[src/rtl/rng_pkg.sv]
// Shared types and constants for the PRBS digit dispatcher.
package rng_pkg;

    localparam int DIGIT_W   = 4;
    localparam int DIGIT_MAX = 9;

    typedef enum logic [1:0] {
        ST_IDLE,
        ST_ROLL,
        ST_SETTLE,
        ST_DONE
    } rng_state_t;

endpackage

[src/rtl/rr_arbiter.sv]
// Combinational round-robin picker: first asserted request after last_grant.
module rr_arbiter #(
    parameter int NREQ  = 4,
    parameter int IDX_W = $clog2(NREQ)
) (
    input  logic [NREQ-1:0]  req,
    input  logic [IDX_W-1:0] last_grant,
    output logic [IDX_W-1:0] grant_idx,
    output logic             valid
);

    logic [IDX_W-1:0] cand;

    // Scan from the farthest offset down so the nearest requester after last_grant wins.
    always_comb begin
        grant_idx = '0;
        valid     = 1'b0;
        cand      = '0;
        for (int off = NREQ; off >= 1; off--) begin
            cand = IDX_W'((int'(last_grant) + off) % NREQ);
            if (req[cand]) begin
                grant_idx = cand;
                valid     = 1'b1;
            end
        end
    end

endmodule

[src/rtl/rng_dispatch.sv]
// Shares one PRBS digit generator among NREQ requesters: round-robin grant,
// roll pulse, settle wait, rejection sampling into 0..LIMIT, done strobe.
module rng_dispatch
    import rng_pkg::*;
#(
    parameter int NREQ      = 4,
    parameter int ROLL_W    = 1,
    parameter int SETTLE    = 2,
    parameter int LIMIT     = 9,
    parameter int MAX_RETRY = 3
) (
    input  logic                     clk,
    input  logic                     rst,
    input  logic [NREQ-1:0]          req,
    output logic [NREQ-1:0]          done,
    output logic [DIGIT_W-1:0]       digit,
    output logic                     busy,
    output logic [$clog2(NREQ)-1:0]  grant_idx,
    output logic                     rng_roll,
    output logic                     rng_en,
    input  logic [DIGIT_W-1:0]       rng_digit
);

    localparam int IDX_W   = $clog2(NREQ);
    localparam int TMR_MAX = (ROLL_W > SETTLE) ? ROLL_W : SETTLE;
    localparam int TMR_W   = $clog2(TMR_MAX + 1);
    localparam int RTY_W   = (MAX_RETRY > 0) ? $clog2(MAX_RETRY + 1) : 1;

    localparam logic [TMR_W-1:0]   ROLL_LAST   = TMR_W'(ROLL_W - 1);
    localparam logic [TMR_W-1:0]   SETTLE_LAST = TMR_W'(SETTLE - 1);
    localparam logic [RTY_W-1:0]   RTY_LAST    = RTY_W'(MAX_RETRY);
    localparam logic [DIGIT_W-1:0] LIMIT_D     = DIGIT_W'(LIMIT);

    rng_state_t        state;
    logic [TMR_W-1:0]  tmr;
    logic [RTY_W-1:0]  retries;
    logic [IDX_W-1:0]  last_grant;
    logic [IDX_W-1:0]  arb_idx;
    logic              arb_valid;
    logic [NREQ-1:0]   grant_onehot;

    // Unsigned acceptance test for a sampled generator digit.
    function automatic logic digit_ok(input logic [DIGIT_W-1:0] d);
        return d <= LIMIT_D;
    endfunction

    rr_arbiter #(
        .NREQ  (NREQ),
        .IDX_W (IDX_W)
    ) u_arb (
        .req        (req),
        .last_grant (last_grant),
        .grant_idx  (arb_idx),
        .valid      (arb_valid)
    );

    assign grant_onehot = NREQ'(1) << grant_idx;
    assign busy         = (state != ST_IDLE);

    // Transaction sequencer; every generator-facing output is a flop so roll is glitch-free.
    always_ff @(posedge clk or posedge rst) begin
        if (rst) begin
            state      <= ST_IDLE;
            tmr        <= '0;
            retries    <= '0;
            last_grant <= IDX_W'(NREQ - 1);
            grant_idx  <= '0;
            done       <= '0;
            digit      <= '0;
            rng_roll   <= 1'b0;
            rng_en     <= 1'b0;
        end else begin
            done <= '0;
            case (state)
                ST_IDLE: begin
                    if (arb_valid) begin
                        grant_idx <= arb_idx;
                        retries   <= '0;
                        tmr       <= '0;
                        rng_roll  <= 1'b1;
                        rng_en    <= 1'b1;
                        state     <= ST_ROLL;
                    end
                end
                ST_ROLL: begin
                    if (tmr == ROLL_LAST) begin
                        tmr      <= '0;
                        rng_roll <= 1'b0;
                        state    <= ST_SETTLE;
                    end else begin
                        tmr <= tmr + TMR_W'(1);
                    end
                end
                ST_SETTLE: begin
                    if (tmr == SETTLE_LAST) begin
                        tmr <= '0;
                        if (digit_ok(rng_digit)) begin
                            digit  <= rng_digit;
                            done   <= grant_onehot;
                            rng_en <= 1'b0;
                            state  <= ST_DONE;
                        end else if (retries != RTY_LAST) begin
                            retries  <= retries + RTY_W'(1);
                            rng_roll <= 1'b1;
                            state    <= ST_ROLL;
                        end else begin
                            // Out of re-rolls: force the largest legal value.
                            digit  <= LIMIT_D;
                            done   <= grant_onehot;
                            rng_en <= 1'b0;
                            state  <= ST_DONE;
                        end
                    end else begin
                        tmr <= tmr + TMR_W'(1);
                    end
                end
                ST_DONE: begin
                    last_grant <= grant_idx;
                    state      <= ST_IDLE;
                end
                default: state <= ST_IDLE;
            endcase
        end
    end

endmodule
[config.mk]
export PLATFORM = sky130hd
export DESIGN_NAME = rng_dispatch
export DESIGN_NICKNAME = d
export VERILOG_FILES = /design/src/rtl/rng_pkg.sv /design/src/rtl/rr_arbiter.sv /design/src/rtl/rng_dispatch.sv
export SDC_FILE = /design/constraint.sdc
export NUM_CORES = 1
export LEC_CHECK = 0
export ABC_CLOCK_PERIOD_IN_PS = 3700
export CAP_MARGIN = 30
export CORE_ASPECT_RATIO = 1.2
export CORE_MARGIN = 10
export CORE_UTILIZATION = 47
export CTS_CLUSTER_SIZE = 25
export DETAILED_ROUTE_END_ITERATION = 12
export PLACE_DENSITY_LB_ADDON = 0.12
export SYNTH_ARGS = -nofsm -noshare
export SYNTH_HDL_FRONTEND = slang
export SYNTH_SLANG_ARGS = --single-unit
[constraint.sdc]
create_clock -name clk -period 3.7 [get_ports clk]
set_clock_uncertainty 0.1 [all_clocks]
set_input_delay 0.74 -clock clk [delete_from_list [all_inputs] [get_ports clk]]
set_output_delay 0.74 -clock clk [all_outputs]
set_load 0.02 [all_outputs]
==> results.ini <==
[synth]
syn_area_sq_um = 1070
synthAdderAreaFrac_pct = 10.6
synth_edf_count = 0
synth_cells = 101
yosysTopAreaCell = dfrtp_1
synthTopCellsByArea = dfrtp_1 42%, ha_1 11%, dfstp_2 4.9%
synth_cell_types = 35
synth_top_family_by_area = compound AO/OA/AOI/OAI gates
ys_seq_elements = 20
synth_compound_area_share_pct = 19.2
synth_nets = 120
ys_seq_area_share_pct = 47.2
synth-simple-area-share_pct = 14.6
yosysTopAreaCellShare_pct = 42.3
async_flop_share_pct = 100
postSynthAreaPerCell_sq_um = 10.6
muxShareOfSynthArea_pct = 3.05
ys_warn_count = 0
synthFlopType = dfrtp_1
synthXorXnorAreaFrac_pct = 0

[grt]
antenna_found_initial = 0
track_usage_pct = 9.50
grt_max_degree = 21
globalRoute.totalOverflow = 0
grt_pass1_wl_mm = 3.62
grt_pass1_vias = 831

[timing]
tns_ps = 0
setup_viol_count_final = 0
tightest_slew_ps = 731
drv_slew = 0
fin_crit_sh_pct = 72.4
slew-limit-headroom_pct = 51.2
period_needed_ps = 2680
rsz0062_at_grt = no
fmax_mhz = 373
hold_viol_final = 0

[pwr]
ir_drop_mv = 0.513
leakage_nw = 0.586
share_comb_of_total_power_pct = 51.6
p_clk_share_pct = 10.7
p_sw_uw = 398
swShare_pct = 40.3
power.density_nw_per_um2 = 743
p_total_uw = 988
internal_power_uw = 590
pwr-share-seq_pct = 37.7

[detailed_routing]
wl_met2_mm = 1.08
first_pass_iters = 5
wl_mm = 2.12
remaining_drc_errors = 0
wl_met1_microns = 873
drt_iter0_markers = 19
via_per_inst = 5.43
wire_per_inst_microns = 13.8
num_vias = 836
ant_nets = 0
dr.max_layer_used = met4
wl_met3_microns = 125

[worst_setup_path]
r2r_slack_ps = 1810
critical_path_peak_fanout = 5
reg2reg_from = state[0]$_DFFE_PP0P_
slowest_delay_ps = 620
startpoint = state[0]$_DFFE_PP0P_
cp_slowest_cell = clkdlybuf4s50_1
crit_required_ps = 2860
r2r_cells = 6
cp-start-kind = register
cp_num_buf_inv = 3
critPathKind = register to primary output
worstPathCellList = inv_1 -> ha_1 -> inv_1 -> clkdlybuf4s50_1
crit_arrival_ps = 1840
end_kind = primary output
crit_family = buffers and inverters
r2r_end = retries[0]$_DFFE_PP0P_
cp_common_cell = inv_1

[layout]
final_cell_mix = 22 x clkdlybuf4s50_1, 18 x dfrtp_1, 10 x inv_1
fin_nets = 144
final_common_cell = clkdlybuf4s50_1
n_antenna_cell = 0
drive_gt1_share_pct = 8.87
layout.cells.non_filler = 154
synthToLayoutAreaGrowth_pct = 24.8

[die]
die_w_microns = 63.5
die_h_microns = 72.2
initial_core_util_pct = 50.4
io_pins = 23
die_area_sq_um = 4580
coreArea_sq_um = 2120
core.rowCount = 18

[clocking]
htreeDepth = 1
clockRootBuffer = clkbuf_4
cts_setup_buffers = 0
clkTransAtPathRegs_ps = 110
cts_inserted_buffers = 3
post_cts_resized = 0
tritoncts = yes
clockBufferDepth = 2
clock-sinks = 20
hold_buffers = 0
insertion_delay_ps = 300

[placement]
port_buffers = 22
routabilityCongestion = 0.742
hpwl_mm = 1.69
dpl.cell_count = 150

[worst_hold_path]
hold_class = register to register
min_to = digit[2]$_DFFE_PP0P_
min_path_cells = 2
hp-start = digit[2]$_DFFE_PP0P_

[status]
status = complete, no violations

[flow_run]
maxCapViolations = 0

cells in the mapped netlist (3+ instances only):
cell and count:
o21ai_0 7, inv_1 10, ha_1 9, dfrtp_1 18
o211ai_1 3, a31oi_1 4, nand2_1 6, nor2_1 3
a21oi_1 4, nand2b_1 5, a22o_1 3
stage by stage:
step	setup slack (ps)	instance area, sq um	utilization, %	hold WS (ps)
4_1_cts	1030	1330	62.8	401
2_1_floorplan	1920	1070	-	371
5_1_grt	938	1330	62.8	428
3_3_place_gp	1170	1300	61.6	375
6_report	1020	1330	62.8	396
3_5_place_dp	1090	1300	61.6	374
state kept, by name (all words and copies together), names as in the netlist:
register	cells
digit	4
done	4
grant_idx	2
last_grant	2
retries	2
state	2
tmr	2
rng_en	1
rng_roll	1
power groups by stage:
| stage | logic, mW | clock network, mW | registers (mW) |
|---|---|---|---|
| CTS | 0.517 | 0.109 | 0.372 |
| detailed placement | 0.513 | 0 | 0.376 |
| global placement | 0.507 | 0 | 0.375 |
| floorplan | 0.309 | 0 | 0.408 |
| global route | 0.565 | 0.118 | 0.389 |
| finish | 0.510 | 0.106 | 0.372 |
cells by family (layout without fill, tap and decap cells):
kind of cell               Yosys count  after routing
buffers and inverters               13             36
adders and majority gates            9              9
AOI/OAI and AO/OA                   31             31
and+or+nand+nor                     25             25
muxes                                3              3
DFF                                 20             20
tightest hold or removal path: stages, from the launching register on:
cell and delay, ps:
dfrtp_1 360, nand2_1 50, o21ai_0 60
final cells by class:
type | instances | area, sq um
clock buffer | 4 | 26.3
fill | 190 | 787
inverter | 10 | 37.5
multi-input combinational | 68 | 505
sequential | 20 | 503
tap | 30 | 37.5
timing repair buffer | 22 | 220
how the worst max path moves through the flow:
stage	end	slack, ps	cells past startpoint
global placement	digit[3]$_DFFE_PP0P_	1170	4
floorplan	retries[1]$_DFFE_PP0P_	1920	4
global route	busy	940	4
finish	busy	1020	4
detailed placement	digit[3]$_DFFE_PP0P_	1090	4
CTS	busy	1030	4
metal layers:
metal  GRT usage [%]  vias up
li1                -      407
met1            10.1      406
met2            16.4       16
met3            3.38        7
met4            4.38        0
met5               0        -
Note: power is estimated with default switching activity, not from simulation.
==> RTL edit, RTL diff (same settings) <==
Re-encode `rng_state_t` (4 states) as one-hot, 4 bits wide.
--- a/src/rtl/rng_pkg.sv
+++ b/src/rtl/rng_pkg.sv
@@ -4,11 +4,11 @@
     localparam int DIGIT_W   = 4;
     localparam int DIGIT_MAX = 9;
 
-    typedef enum logic [1:0] {
-        ST_IDLE,
-        ST_ROLL,
-        ST_SETTLE,
-        ST_DONE
+    typedef enum logic [3:0] {
+        ST_IDLE   = 4'b0001,
+        ST_ROLL   = 4'b0010,
+        ST_SETTLE = 4'b0100,
+        ST_DONE   = 4'b1000
     } rng_state_t;
 
 endpackage
Check against the original RTL: no difference found for any inputs over 10 cycles, from zero or initial values and one cycle with rst high; not proved beyond that.
==> RTL edit against the original RTL <==
Highest routed layer unchanged; via count is 3.7% higher; power is 3.4% lower; design area is 7.3% higher; register-to-register slack worse by 0.06 ns; global-route usage is 1.3 points higher; combinational power is 26% lower; sequential share of layout area is 1.0 points higher; area after synthesis is 4.5% higher; routed wire length is 9.5% higher; setup slack worse by 0.084 ns; sequential cell count is 2 higher.
==> RTL edit: results (changes against the original RTL) <==
\begin{tabular}{lr}
\hline
Metric & Value \\
\hline
\multicolumn{2}{l}{\textbf{Placement}} \\
\quad Area of placed instances & 1375 sq um (+5.5\%) \\
\quad GPL Wtd Cong & 0.7355 (-0.86\%) \\
\multicolumn{2}{l}{\textbf{Setup path}} \\
\quad Crit Reg-Reg Startpoint & retries[0] \\
\quad Worst setup slack for register-to-register paths & 1.75 ns (-0.06 ns) \\
\quad Critical R2R Capture & done[3] \\
\quad Arrival @ worst endpoint & 1.92 ns (+0.08 ns) \\
\multicolumn{2}{l}{\textbf{Power}} \\
\quad Sequential fraction of design power & 0.409 (+0.032) \\
\quad Clock power share & 0.195 (+0.088) \\
\multicolumn{2}{l}{\textbf{Synth}} \\
\quad Count of cell types in the netlist & 40 (+14\%) \\
\quad Sequential element share of the synthesized area & 0.4978 (+0.02592) \\
\quad Dominant cells by area after synthesis & sky130\_fd\_sc\_hd\_\_dfrtp\_1 43\%, sky130\_fd\_sc\_hd\_\_dfstp\_2 7.1\%, sky130\_fd\_sc\_hd\_\_ha\_1 4.5\% \\
\quad Number of nets produced by synthesis & 115 (-4.2\%) \\
\multicolumn{2}{l}{\textbf{Global route}} \\
\quad Pin count of the biggest net entering global routing & 23 (+9.5\%) \\
\quad Met3 routing resource usage after global routing & 0.03343 (-0.0003595) \\
\quad Vias in the first global route & 920 (+11\%) \\
\multicolumn{2}{l}{\textbf{Timing}} \\
\quad Worst max-slew margin expressed relative to the limit & 0.4484 (-0.06371) \\
\quad Hold slack final & 0.3982 ns (+0.002370 ns) \\
\multicolumn{2}{l}{\textbf{Drt}} \\
\quad Number of DRC markers in iteration 0 & 24 (+5) \\
\quad Metal1 wirelength & 933 microns (+6.9\%) \\
\quad Met2 WL & 1198 microns (+11\%) \\
\quad Met3 WL post-DR & 133 microns (+6.4\%) \\
\multicolumn{2}{l}{\textbf{CTS}} \\
\quad Clock latency on the worst-skew pair & 0.32 ns (+0.02 ns) \\
\quad Clock-pin transition on the worst setup and hold timing paths & 0.13 ns (+0.02 ns) \\
\multicolumn{2}{l}{\textbf{Final layout}} \\
\quad Share of final-layout standard cells stronger than drive strength 1 & 0.1575 (+0.06877) \\
\multicolumn{2}{l}{\textbf{Run status}} \\
\quad Outcome & finished, final reports clean \\
\hline
\end{tabular}
[RTL edit: worst register-to-register path, delay by kind of cell, from the launching register on]
family / cells / cell delay, ns
AO/OA/AOI/OAI: 1 / 0.64
adder cells (fa/ha/maj): 1 / 0.27
buffers and inverters: 1 / 0.19
flip-flops: 1 / 0.44
AND/OR/NAND/NOR: 1 / 0.23
[RTL edit: cell families (layout without fill, tap and decap cells)]
kind of cell | count (synthesis) | count (layout) | share of synthesized area
multiplexers | 3 | 3 | 0.03033
buffers and inverters | 11 | 37 | 0.03820
AND/OR/NAND/NOR | 35 | 35 | 0.2135
AO/OA/AOI/OAI | 26 | 26 | 0.1753
adder cells (fa/ha/maj) | 4 | 4 | 0.04495
flip-flops | 22 | 22 | 0.4978
[RTL edit: cell type report]
cell class	instances	area, sq um	area share
timing repair buffer	23	227.7	0.1595
inverter	10	37.54	0.02629
multi-input combinational	68	516.7	0.3620
tap	31	38.79	0.02717
clock buffer	3	22.52	0.01578
sequential	22	554.3	0.3883
clock inverter	1	30.03	0.02103
[RTL edit: per-stage QoR]
stage          std cells  setup slack, ns
2_1_floorplan        101            1.698
3_3_place_gp         154            1.008
3_5_place_dp         154           0.8933
4_1_cts              158           0.9168
5_1_grt              158           0.8403
6_report             158           0.9381
[RTL edit: how the worst max path moves through the flow]
| stage | startpoint | to | slack [ns] | cells past startpoint |
|---|---|---|---|---|
| after floorplan | req[0] | grant_idx[1] | 1.70 | 3 |
| after global placement | rng_digit[3] | digit[3] | 1.01 | 4 |
| after detailed placement | rng_digit[3] | digit[3] | 0.89 | 4 |
| after CTS | state[0] | busy | 0.92 | 3 |
| after global routing | state[0] | busy | 0.84 | 3 |
| final | state[0] | busy | 0.94 | 3 |
